==> src/rtl/cpu_prog_driver_if.sv <==
// cpu_prog_driver_if: host load/start/result port and cpu-facing bus of the program driver.
interface cpu_prog_driver_if #(parameter int AW = 4) ();
  logic          load_we;
  logic [AW-1:0] load_addr;
  logic [7:0]    load_data;
  logic          start;
  logic [AW:0]   prog_len;
  logic [7:0]    cpu_in;
  logic          cpu_reset;
  logic [7:0]    cpu_out;
  logic          busy;
  logic          done;
  logic          err;
  logic          res_valid;
  logic [7:0]    res_data;
  logic          res_pop;
  modport master (
    output load_we, load_addr, load_data, start, prog_len, cpu_out, res_pop,
    input  cpu_in, cpu_reset, busy, done, err, res_valid, res_data
  );
  modport slave (
    input  load_we, load_addr, load_data, start, prog_len, cpu_out, res_pop,
    output cpu_in, cpu_reset, busy, done, err, res_valid, res_data
  );
endinterface

==> src/rtl/cpu_prog_driver.sv <==
// cpu_prog_driver: streams a buffered program into the 8-bit cpu with per-opcode padding and collects outputs.
module cpu_prog_driver #(
  parameter int         DEPTH     = 16,
  parameter int         AW        = 4,
  parameter logic [7:0] FILL      = 8'hF0,
  parameter int         RES_DEPTH = 4,
  parameter int         RST_CYC   = 2
) (
  input logic clk,
  input logic rst_n,
  cpu_prog_driver_if.slave bus
);
  localparam int RW = $clog2(RES_DEPTH);
  typedef enum logic [2:0] {IDLE, CRST, ISSUE, OPND, PAD, DONE} state_t;
  state_t        state_q, state_d;
  logic [AW:0]   pc_q, pc_d, len_q, len_d;
  logic [1:0]    pad_q, pad_d;
  logic [7:0]    rcnt_q, rcnt_d;
  logic          out_q, out_d, err_q, err_d, done_q;
  logic [7:0]    mem_q [DEPTH];
  logic [7:0]    res_q [RES_DEPTH];
  logic [RW-1:0] wp_q, rp_q;
  logic [RW:0]   cnt_q;
  logic [7:0]    word, cpu_in_c;
  logic [3:0]    op;
  logic [1:0]    npad;
  logic          opnd, len_ok, busy, cpu_rst_c, push, pop, full, push_ok, ovf;
  assign word    = mem_q[pc_q[AW-1:0]];
  assign op      = word[7:4];
  assign opnd    = op == 4'h6 || op == 4'h7 || op == 4'h8;
  assign npad    = op == 4'h9 || op == 4'hE ? 2'd1 :
                   op == 4'hB ? 2'd2 :
                   op == 4'hA || op == 4'hC || op == 4'hD ? 2'd3 : 2'd0;
  assign len_ok  = bus.prog_len != '0 && bus.prog_len <= (AW+1)'(DEPTH);
  assign busy    = state_q != IDLE && state_q != DONE;
  assign full    = cnt_q == (RW+1)'(RES_DEPTH);
  assign pop     = bus.res_pop && cnt_q != '0;
  assign push_ok = push && (!full || pop);
  assign ovf     = push && full && !bus.res_pop;
  always_comb begin
    state_d   = state_q;
    pc_d      = pc_q;
    len_d     = len_q;
    pad_d     = pad_q;
    rcnt_d    = rcnt_q;
    out_d     = out_q;
    err_d     = err_q;
    cpu_in_c  = FILL;
    cpu_rst_c = 1'b1;
    push      = 1'b0;
    case (state_q)
      IDLE, DONE: if (bus.start) begin
        err_d = !len_ok;
        if (len_ok) begin
          state_d = CRST;
          pc_d    = '0;
          len_d   = bus.prog_len;
          rcnt_d  = '0;
        end
      end
      CRST: begin
        rcnt_d  = rcnt_q + 8'd1;
        state_d = rcnt_q == 8'(RST_CYC - 1) ? ISSUE : CRST;
      end
      ISSUE: begin
        cpu_rst_c = 1'b0;
        cpu_in_c  = word;
        pc_d      = pc_q + 1'b1;
        out_d     = op == 4'hB;
        pad_d     = npad;
        // operand and pad words finish their sequence even when they are the last word
        state_d   = opnd ? OPND : npad != 2'd0 ? PAD : pc_d == len_q ? DONE : ISSUE;
      end
      OPND: begin
        cpu_rst_c = 1'b0;
        cpu_in_c  = pc_q < len_q ? word : FILL;
        pc_d      = pc_q < len_q ? pc_q + 1'b1 : pc_q;
        err_d     = err_q || pc_q >= len_q;
        state_d   = pc_d >= len_q ? DONE : ISSUE;
      end
      PAD: begin
        cpu_rst_c = 1'b0;
        pad_d     = pad_q - 2'd1;
        push      = out_q && pad_q == 2'd1;
        state_d   = pad_q != 2'd1 ? PAD : pc_q == len_q ? DONE : ISSUE;
      end
      default: state_d = IDLE;
    endcase
  end
  always_ff @(posedge clk or negedge rst_n) begin
    if (!rst_n) begin
      state_q <= IDLE;
      pc_q    <= '0;
      len_q   <= '0;
      pad_q   <= '0;
      rcnt_q  <= '0;
      out_q   <= 1'b0;
      err_q   <= 1'b0;
      done_q  <= 1'b0;
      wp_q    <= '0;
      rp_q    <= '0;
      cnt_q   <= '0;
    end else begin
      state_q <= state_d;
      pc_q    <= pc_d;
      len_q   <= len_d;
      pad_q   <= pad_d;
      rcnt_q  <= rcnt_d;
      out_q   <= out_d;
      err_q   <= err_d || ovf;
      done_q  <= state_d == DONE && state_q != DONE;
      wp_q    <= wp_q + RW'(push_ok);
      rp_q    <= rp_q + RW'(pop);
      cnt_q   <= cnt_q + (RW+1)'(push_ok) - (RW+1)'(pop);
    end
  end
  always_ff @(posedge clk) begin
    if (bus.load_we && !busy) mem_q[bus.load_addr] <= bus.load_data;
    if (push_ok) res_q[wp_q] <= bus.cpu_out;
  end
  assign bus.cpu_in    = cpu_in_c;
  assign bus.cpu_reset = cpu_rst_c;
  assign bus.busy      = busy;
  assign bus.done      = done_q;
  assign bus.err       = err_q;
  assign bus.res_valid = cnt_q != '0;
  assign bus.res_data  = cnt_q != '0 ? res_q[rp_q] : 8'h00;
endmodule

==> src/flat_wrapper.sv <==
// flat-port wrapper written by rule: the top's interface ports become plain ports
module cpu_prog_driver_flat 
#(
  parameter int         DEPTH     = 16,
  parameter int         AW        = 4,
  parameter logic [7:0] FILL      = 8'hF0,
  parameter int         RES_DEPTH = 4,
  parameter int         RST_CYC   = 2
)
  (clk, rst_n, bus_load_we, bus_load_addr, bus_load_data, bus_start, bus_prog_len, bus_cpu_out, bus_res_pop, bus_cpu_in, bus_cpu_reset, bus_busy, bus_done, bus_err, bus_res_valid, bus_res_data);
  cpu_prog_driver_if #(.AW(AW)) bus_i ();
  input logic clk;
  input logic rst_n;
  input wire logic [$bits(bus_i.load_we)-1:0] bus_load_we;
  input wire logic [$bits(bus_i.load_addr)-1:0] bus_load_addr;
  input wire logic [$bits(bus_i.load_data)-1:0] bus_load_data;
  input wire logic [$bits(bus_i.start)-1:0] bus_start;
  input wire logic [$bits(bus_i.prog_len)-1:0] bus_prog_len;
  input wire logic [$bits(bus_i.cpu_out)-1:0] bus_cpu_out;
  input wire logic [$bits(bus_i.res_pop)-1:0] bus_res_pop;
  output wire logic [$bits(bus_i.cpu_in)-1:0] bus_cpu_in;
  output wire logic [$bits(bus_i.cpu_reset)-1:0] bus_cpu_reset;
  output wire logic [$bits(bus_i.busy)-1:0] bus_busy;
  output wire logic [$bits(bus_i.done)-1:0] bus_done;
  output wire logic [$bits(bus_i.err)-1:0] bus_err;
  output wire logic [$bits(bus_i.res_valid)-1:0] bus_res_valid;
  output wire logic [$bits(bus_i.res_data)-1:0] bus_res_data;
  assign bus_i.load_we = bus_load_we;
  assign bus_i.load_addr = bus_load_addr;
  assign bus_i.load_data = bus_load_data;
  assign bus_i.start = bus_start;
  assign bus_i.prog_len = bus_prog_len;
  assign bus_i.cpu_out = bus_cpu_out;
  assign bus_i.res_pop = bus_res_pop;
  assign bus_cpu_in = bus_i.cpu_in;
  assign bus_cpu_reset = bus_i.cpu_reset;
  assign bus_busy = bus_i.busy;
  assign bus_done = bus_i.done;
  assign bus_err = bus_i.err;
  assign bus_res_valid = bus_i.res_valid;
  assign bus_res_data = bus_i.res_data;
  cpu_prog_driver #(.DEPTH(DEPTH), .AW(AW), .FILL(FILL), .RES_DEPTH(RES_DEPTH), .RST_CYC(RST_CYC)) u_core (.clk(clk), .rst_n(rst_n), .bus(bus_i));
endmodule
==> config.mk <==
export PLATFORM = sky130hd
export DESIGN_NAME = cpu_prog_driver_flat
export DESIGN_NICKNAME = d
export VERILOG_FILES = /design/src/rtl/cpu_prog_driver_if.sv /design/src/rtl/cpu_prog_driver.sv /design/src/flat_wrapper.sv
export SDC_FILE = /design/constraint.sdc
export NUM_CORES = 1
export LEC_CHECK = 0
export ABC_CLOCK_PERIOD_IN_PS = 3500
export CAP_MARGIN = 10
export CORE_ASPECT_RATIO = 1.75
export CORE_UTILIZATION = 45
export CTS_BUF_LIST = sky130_fd_sc_hd__clkbuf_16
export DETAILED_ROUTE_END_ITERATION = 10
export GPL_TIMING_DRIVEN = 0
export HOLD_SLACK_MARGIN = 0.08
export PLACE_DENSITY = 0.68
export SLEW_MARGIN = 20
export SYNTH_ARGS = -nofsm -noshare
export SYNTH_HDL_FRONTEND = slang
export SYNTH_SLANG_ARGS = --single-unit
==> constraint.sdc <==
create_clock -name clk -period 3.5 [get_ports clk]
set_input_delay 0.7 -clock clk [delete_from_list [all_inputs] [get_ports clk]]
set_output_delay 0.7 -clock clk [all_outputs]
set_load 0.03 [all_outputs]
==> results of run 1 <==
==> routing by layer <==
layer / wire length (um) / up-vias / GRT usage [%]
met5: 0 / - / 0
met4: 699 / 0 / 10.03
met3: 679 / 42 / 4.036
met2: 9699 / 151 / 35.79
met1: 6357 / 2392 / 20.64
li1: - / 2182 / -
==> power groups by stage <==
stage | combinational [mW] | sequential [mW] | clock [mW]
2_1_floorplan | 1.97 | 2.83 | 0
3_3_place_gp | 2.70 | 2.84 | 0
3_5_place_dp | 2.78 | 2.86 | 0
4_1_cts | 3.00 | 2.81 | 1.93
5_1_grt | 3.31 | 2.84 | 2.02
6_report | 3.07 | 2.82 | 1.90
==> worst max-delay path by stage <==
stage                              start              end  cells after the start
after floorplan           u_core.pc_q[0]  u_core.bus.done                     17
after global placement    u_core.pc_q[0]    bus_cpu_in[3]                     12
after detailed placement  u_core.pc_q[0]    bus_cpu_in[3]                     12
after CTS                 u_core.pc_q[0]    bus_cpu_in[3]                      8
after global routing      u_core.pc_q[1]    bus_cpu_in[2]                      7
final                     u_core.pc_q[1]    bus_cpu_in[3]                      7
==> final cells by class <==
| class | instances | area (um^2) |
|---|---|---|
| plain buffers | 18 | 137.6 |
| clock buffers | 17 | 425.4 |
| clock inverters | 15 | 150.1 |
| fillers | 1373 | 8059 |
| inverters | 17 | 63.81 |
| multi-input cells | 288 | 2679 |
| flip-flops and latches | 193 | 5632 |
| well taps | 234 | 292.8 |
| repair buffers | 71 | 696.9 |
==> registers in the layout, summed over array words and instances, names as in the netlist, 3 cells and up <==
name / flops
u_core.cnt_q: 3
u_core.mem_q: 128
u_core.rcnt_q: 8
u_core.pc_q: 5
u_core.res_q: 32
u_core.state_q: 3
u_core.len_q: 5
==> metrics by stage <==
stage	setup TNS [ns]	setup WS [ns]
after detailed placement	-8.001	-0.8668
after floorplan	0	0.05576
after CTS	0	0.006621
after global placement	-7.463	-0.8342
final	0	0.1043
after global routing	0	0.01025
==> repair_timing <==
item,CTS,global route
setup endpoints to repair,12,19
endpoints found under the hold margin,2,0
pin swaps,3,6
resized for setup,54,10
setup buffers,8,8
hold buffers,1,0
==> cell usage after synthesis, types with 10 or more instances <==
cell type	number	area (um^2)
edfxtp_1	160	4805
mux4_2	44	991.0
nand2_1	35	131.4
nor2_1	34	127.6
dfrtp_1	33	825.8
ha_1	18	225.2
o21ai_0	18	90.09
inv_1	17	63.81
nor2b_1	15	93.84
xor2_1	14	122.6
clkbuf_1	11	41.29
nand3_1	10	50.05
==> kinds of logic (layout without fill, tap and decap cells) <==
kind of cell,Yosys count,after routing
adder cells (fa/ha/maj),19,19
buffers and inverters,36,138
flip-flops,193,193
AO/OA/AOI/OAI,60,60
multiplexers,46,46
AND/OR/NAND/NOR,142,142
XOR/XNOR,21,21
==> reports/metrics.cfg, run 1 <==
[synthesis]
ys_seq_area_share_pct = 67.08
syn_inst = 517
ys_seq_elements = 193
synthAdderAreaFrac_pct = 2.922
synth_top_family_by_area = multiplexers
avgSynthCellArea_um2 = 16.23
syn_nets = 566
synth_simple_gate_area_share_pct = 8.631
ys_warn_count = 0
synth.distinct_cells = 51
synth-edff-count = 160
synth_compound_area_share_pct = 5.188
syn_area_mm2 = 0.008393
async_flop_share_pct = 17.10
synth_xor_area_share_pct = 2.191
synth_mux_area_share_pct = 12.08
synth_ff_type = edfxtp_1

[power_and_ir_drop]
p_int_mw = 5.112
combPwrFrac_pct = 39.4
switchingPower_mw = 2.677
clock_power_share_pct = 24.4
ir_worst_vdd_uv = 428.8
p_per_area_mw_per_mm2 = 773.0
sequentialPowerShare_pct = 36.2
total_power_mw = 7.790
switching_share_pct = 34.37
leakage_nw = 3.570

[route]
wl_per_cell_um = 20.44
dr.pass1.iters = 5
via_per_inst = 5.589
finalWirelength_mm = 17.44
vias = 4767
postRouteAntennaNets = 0
route.detailed.drc = 0
drtIter0Drc = 233

[status]
outcome = finished, final reports clean

[die]
fp-row-count = 65
core_area_mm2 = 0.01814
dieArea_mm2 = 0.01922
fp.dieW_um = 105.2
initial_core_util_pct = 46.28
die_h_um = 182.7
pin_count = 51

[worst_setup_path]
cp.arrival_ns = 2.70
crit_chain = clkbuf_4 -> clkbuf_8 -> clkbuf_4 -> mux4_2 -> mux4_2 -> and2_4 -> buf_4
critical-path-top-delay-family = buffers and inverters
reg2reg_slack_ns = 0.19
end_kind = output port
criticalPathCategory = register to output port
timing.rr.start = u_core.pc_q[0]
r2r-end = u_core.state_q[2]
required_ns = 2.80
crit_fanout = 10
cp_num_buf_inv = 4
critPathSlowestCell = mux4_2
startpoint_type = register
rr_worst_depth = 18
slowest_delay_ns = 0.49

[grt]
track_usage_pct = 19.43
grt_pass1_vias = 5021
antenna_found_initial = 0
grt_pass1_wl_mm = 27.51
grt-ovfl-total = 0
grt_max_degree = 32

[clock_network]
clk_path_buf_depth = 2
htreeDepth = 4
clock-sinks = 193
cts_buffers = 17
root_buffer = clkbuf_16
insertion_delay_ns = 0.43
path_clk_slew_ns = 0.07
cts_tree = done

[sta]
period_share_pct = 97.02
slew_headroom_pct = 31.88
clock_skew_ns = 0.006906
rsz0062_at_grt = no
setup_violations = 0
fmax_mhz = 294.5
min_period_ns = 3.396
tightest_slew_ns = 1.018
whs_ns = 0.5262
drv_slew = 0
hold_violations = 0

[final_layout]
drive_gt1_share_pct = 22.94
area_growth_pct = 20.07
mostFrequentLayoutCells = edfxtp_1, mux4_2, clkdlybuf4s50_1
antenna_cells = 0
finalNetCount = 655
final_area_mm2 = 0.01008
utilization_pct = 55.56
fin_cells = 853
final_common_cell = edfxtp_1

[placed_design]
place_inst = 805
dp_hpwl_mm = 12.47
place_area_mm2 = 0.009259
portBuffers = 50
gp_congestion = 0.8238

[worst_hold_path]
min-delay-start = u_core.cnt_q[2]
hold_class = register to register
min_path_cells = 1
hold_end = u_core.cnt_q[2]

[flow_run]
max_cap_violations = 0

Note: power is estimated with default switching activity, not from simulation.
==> inputs of run 2 (changes only) <==
- CELL_PAD_IN_SITES_DETAIL_PLACEMENT: not set -> 0
- CELL_PAD_IN_SITES_GLOBAL_PLACEMENT: not set -> 2
- CORE_UTILIZATION: 45 -> 40
- PLACE_DENSITY: 0.68 -> 0.78
- SLEW_MARGIN: 20 -> not set
==> run 2 against run 1 <==
  * The run now ends with design-rule violations left
  * First-iteration DRC count increased by 2.6%
  * Critical path type is now register to register
  * Register-to-register slack lost 0.14 ns
  * Final area increased by 0.26%
  * Largest cell class unchanged
  * Highest routed layer unchanged
  * Largest power group unchanged
  * Die area rose by 12%
==> reports/metrics.cfg, run 2 (synthesized netlist as in run 1, its figures left out) <==
[sta]
rsz0062_at_grt = yes
tightest_slew_ns = 0.9669  ; -0.05114 ns
setup_violations = 0  ; unchanged
drv_slew = 0  ; unchanged
clock_skew_ns = 0.01432  ; +0.007414 ns
slew_headroom_pct = 35.30  ; +3.4 points
fmax_mhz = 290.1  ; -1.5%
hold_violations = 0  ; unchanged
period_share_pct = 98.48  ; +1.5 points
min_period_ns = 3.447  ; +0.05124 ns

[power_and_ir_drop]
leakage_nw = 3.563  ; -0.22%
ir_worst_vdd_uv = 389.8  ; -9.1%
p_per_area_mw_per_mm2 = 795.1  ; +2.9%
total_power_mw = 8.033  ; +3.1%

[clock_network]
clk_path_buf_depth = 2  ; unchanged
cts_buffers = 17  ; unchanged
htreeDepth = 4  ; unchanged
root_buffer = clkbuf_16
path_clk_slew_ns = 0.07  ; about the same
clock-sinks = 193  ; unchanged
hold_buffers = 0  ; -1
insertion_delay_ns = 0.44  ; about the same
cts_tree = done

[final_layout]
top_regs = u_core.mem_q x128, u_core.res_q x32, u_core.rcnt_q x8
largest_reg_flops = 128  ; unchanged
area_growth_pct = 20.38
fin_cells = 861  ; +0.94%
drive_gt1_share_pct = 22.51  ; -0.43 points
mostFrequentLayoutCells = edfxtp_1, mux4_2, clkdlybuf4s50_1
top_register = u_core.mem_q
final_area_mm2 = 0.01010  ; +0.26%
antenna_cells = 0  ; unchanged
finalNetCount = 649  ; -0.92%
fillers = 1695  ; +23%
final_common_cell = edfxtp_1

[route]
dr.pass1.iters = 7  ; +2
wl_met1_mm = 6.577  ; +3.5%
wl_per_cell_um = 21.46  ; +5.0%
highest_layer = met4
via_per_inst = 5.455  ; -2.4%
postRouteAntennaNets = 0  ; unchanged
route.met3.wl_um = 657  ; -3.2%
wl_met2_mm = 10.86  ; +12%
route.detailed.drc = 10  ; +10
finalWirelength_mm = 18.48  ; +6.0%
drtIter0Drc = 239  ; +2.6%
vias = 4697  ; -1.5%

[grt]
track_usage_pct = 18.53  ; -0.90 points
grt_max_degree = 34  ; +6.3%
antenna_found_initial = 0  ; unchanged
grt_pass1_vias = 5063  ; +0.84%
grt_pass1_wl_mm = 29.05  ; +5.6%
grt-ovfl-total = 0  ; unchanged

[die]
fp.dieW_um = 111.5  ; +6.0%
pin_count = 51  ; unchanged
fp-row-count = 69  ; +6.2%
initial_core_util_pct = 41.02  ; -5.3 points
core_area_mm2 = 0.02046  ; +13%
die_h_um = 193.6  ; +6.0%
dieArea_mm2 = 0.02159  ; +12%

[worst_setup_path]
crit_fanout = 6  ; -4
startpoint_type = register
timing.rr.start = u_core.pc_q[0]
reg2reg_slack_ns = 0.05  ; -0.14 ns
required_ns = 3.81  ; +1.01 ns
cp.arrival_ns = 3.75  ; +1.05 ns
r2r-end = u_core.bus.done
end_kind = register
crit_start = u_core.pc_q[0]
criticalPathCategory = register to register
cp-endpoint = u_core.bus.done
rr_worst_depth = 17  ; -1

[placed_design]
dp_hpwl_mm = 13.32  ; +6.8%
portBuffers = 50  ; unchanged
gp_congestion = 0.8088  ; -1.8%
place_area_mm2 = 0.009231  ; -0.30%
place_inst = 816  ; +1.4%

[status]
violations = design-rule violations
outcome = finished with violations

[flow_run]
max_cap_violations = 0  ; unchanged

[worst_hold_path]
hold_class = input pin to async pin

-- run 2: cell types whose count changed in the layout (fill, tap and decap cells not counted), sizes merged --
cell / before / now
inv: 24 / 23
bufinv: 1 / 3
dlygate4sd3: 1 / 0
clkdlybuf4s15: 4 / 0
clkinvlp: 3 / 2
buf: 31 / 30
-- run 2: critical path: stages (launching register included) --
cell and delay (ns):
dfrtp_1 0.43, buf_12 0.15, buf_12 0.12, buf_12 0.14
buf_12 0.14, inv_4 0.07, ha_4 0.12, nor2b_2 0.04
o21ai_2 0.23, nand2_4 0.14, mux2_4 0.32, ha_1 0.27
a21o_1 0.17, a21o_1 0.18, a21oi_2 0.23, o21bai_2 0.11
a311oi_2 0.36, a2111oi_2 0.08
-- run 2: how the worst min path moves through the flow --
stage	start	endpoint	cells after the start
after global placement	u_core.cnt_q[2]	u_core.cnt_q[2]	1
final	rst_n	u_core.rcnt_q[6]	1
after global routing	rst_n	u_core.rcnt_q[3]	1
after detailed placement	u_core.cnt_q[2]	u_core.cnt_q[2]	1
after CTS	rst_n	u_core.rcnt_q[2]	1
after floorplan	rst_n	u_core.bus.done	0
-- run 2: final cells by class --
type | instances | area, um^2 | area share, %
Sequential cell | 193 | 5630 | 55.73
Tap cell | 248 | 310.3 | 3.071
Clock inverter | 15 | 217.7 | 2.155
Clock buffer | 17 | 425.4 | 4.211
Timing Repair Buffer | 64 | 598.1 | 5.920
Multi-Input combinational cell | 288 | 2698 | 26.70
Inverter | 17 | 66.31 | 0.6563
Buffer | 19 | 157.7 | 1.560
-- run 2: where the power goes --
| part | internal (mW) | switching [mW] | total, mW | leakage (nW) |
|---|---|---|---|---|
| sequential | 2.67 | 0.134 | 2.80 | 1.86 |
| clock | 1.16 | 0.913 | 2.08 | 0.307 |
| combinational | 1.45 | 1.70 | 3.15 | 1.39 |
| total | 5.28 | 2.75 | 8.03 | 3.56 |
-- run 2: per-layer routing --
| layer | up-vias | global-route usage (%) |
|---|---|---|
| li1 | 2178 | - |
| met1 | 2368 | 19.28 |
| met2 | 123 | 35.81 |
| met3 | 28 | 3.564 |
| met4 | 0 | 7.407 |
| met5 | - | 0 |
-- run 2: stage by stage --
stage	setup WS [ns]	TNS, ns	hold slack [ns]	util [%]
after floorplan	0.05576	0	0.4044	-
after global placement	-0.9232	-9.539	0.4890	45.01
after detailed placement	-0.9874	-9.962	0.4999	45.12
after CTS	0.004964	0	0.3552	49.06
after global routing	-0.01651	-0.01651	0.3922	49.38
final	0.05305	0	0.3398	49.38
-- run 2: repair_timing --
action                                  4_1_cts  5_1_grt
gates resized for setup                      66       16
endpoints found under the setup margin       12        8
gates cloned                                  1        0
pin swaps                                     6        4
setup buffers                                 9        2
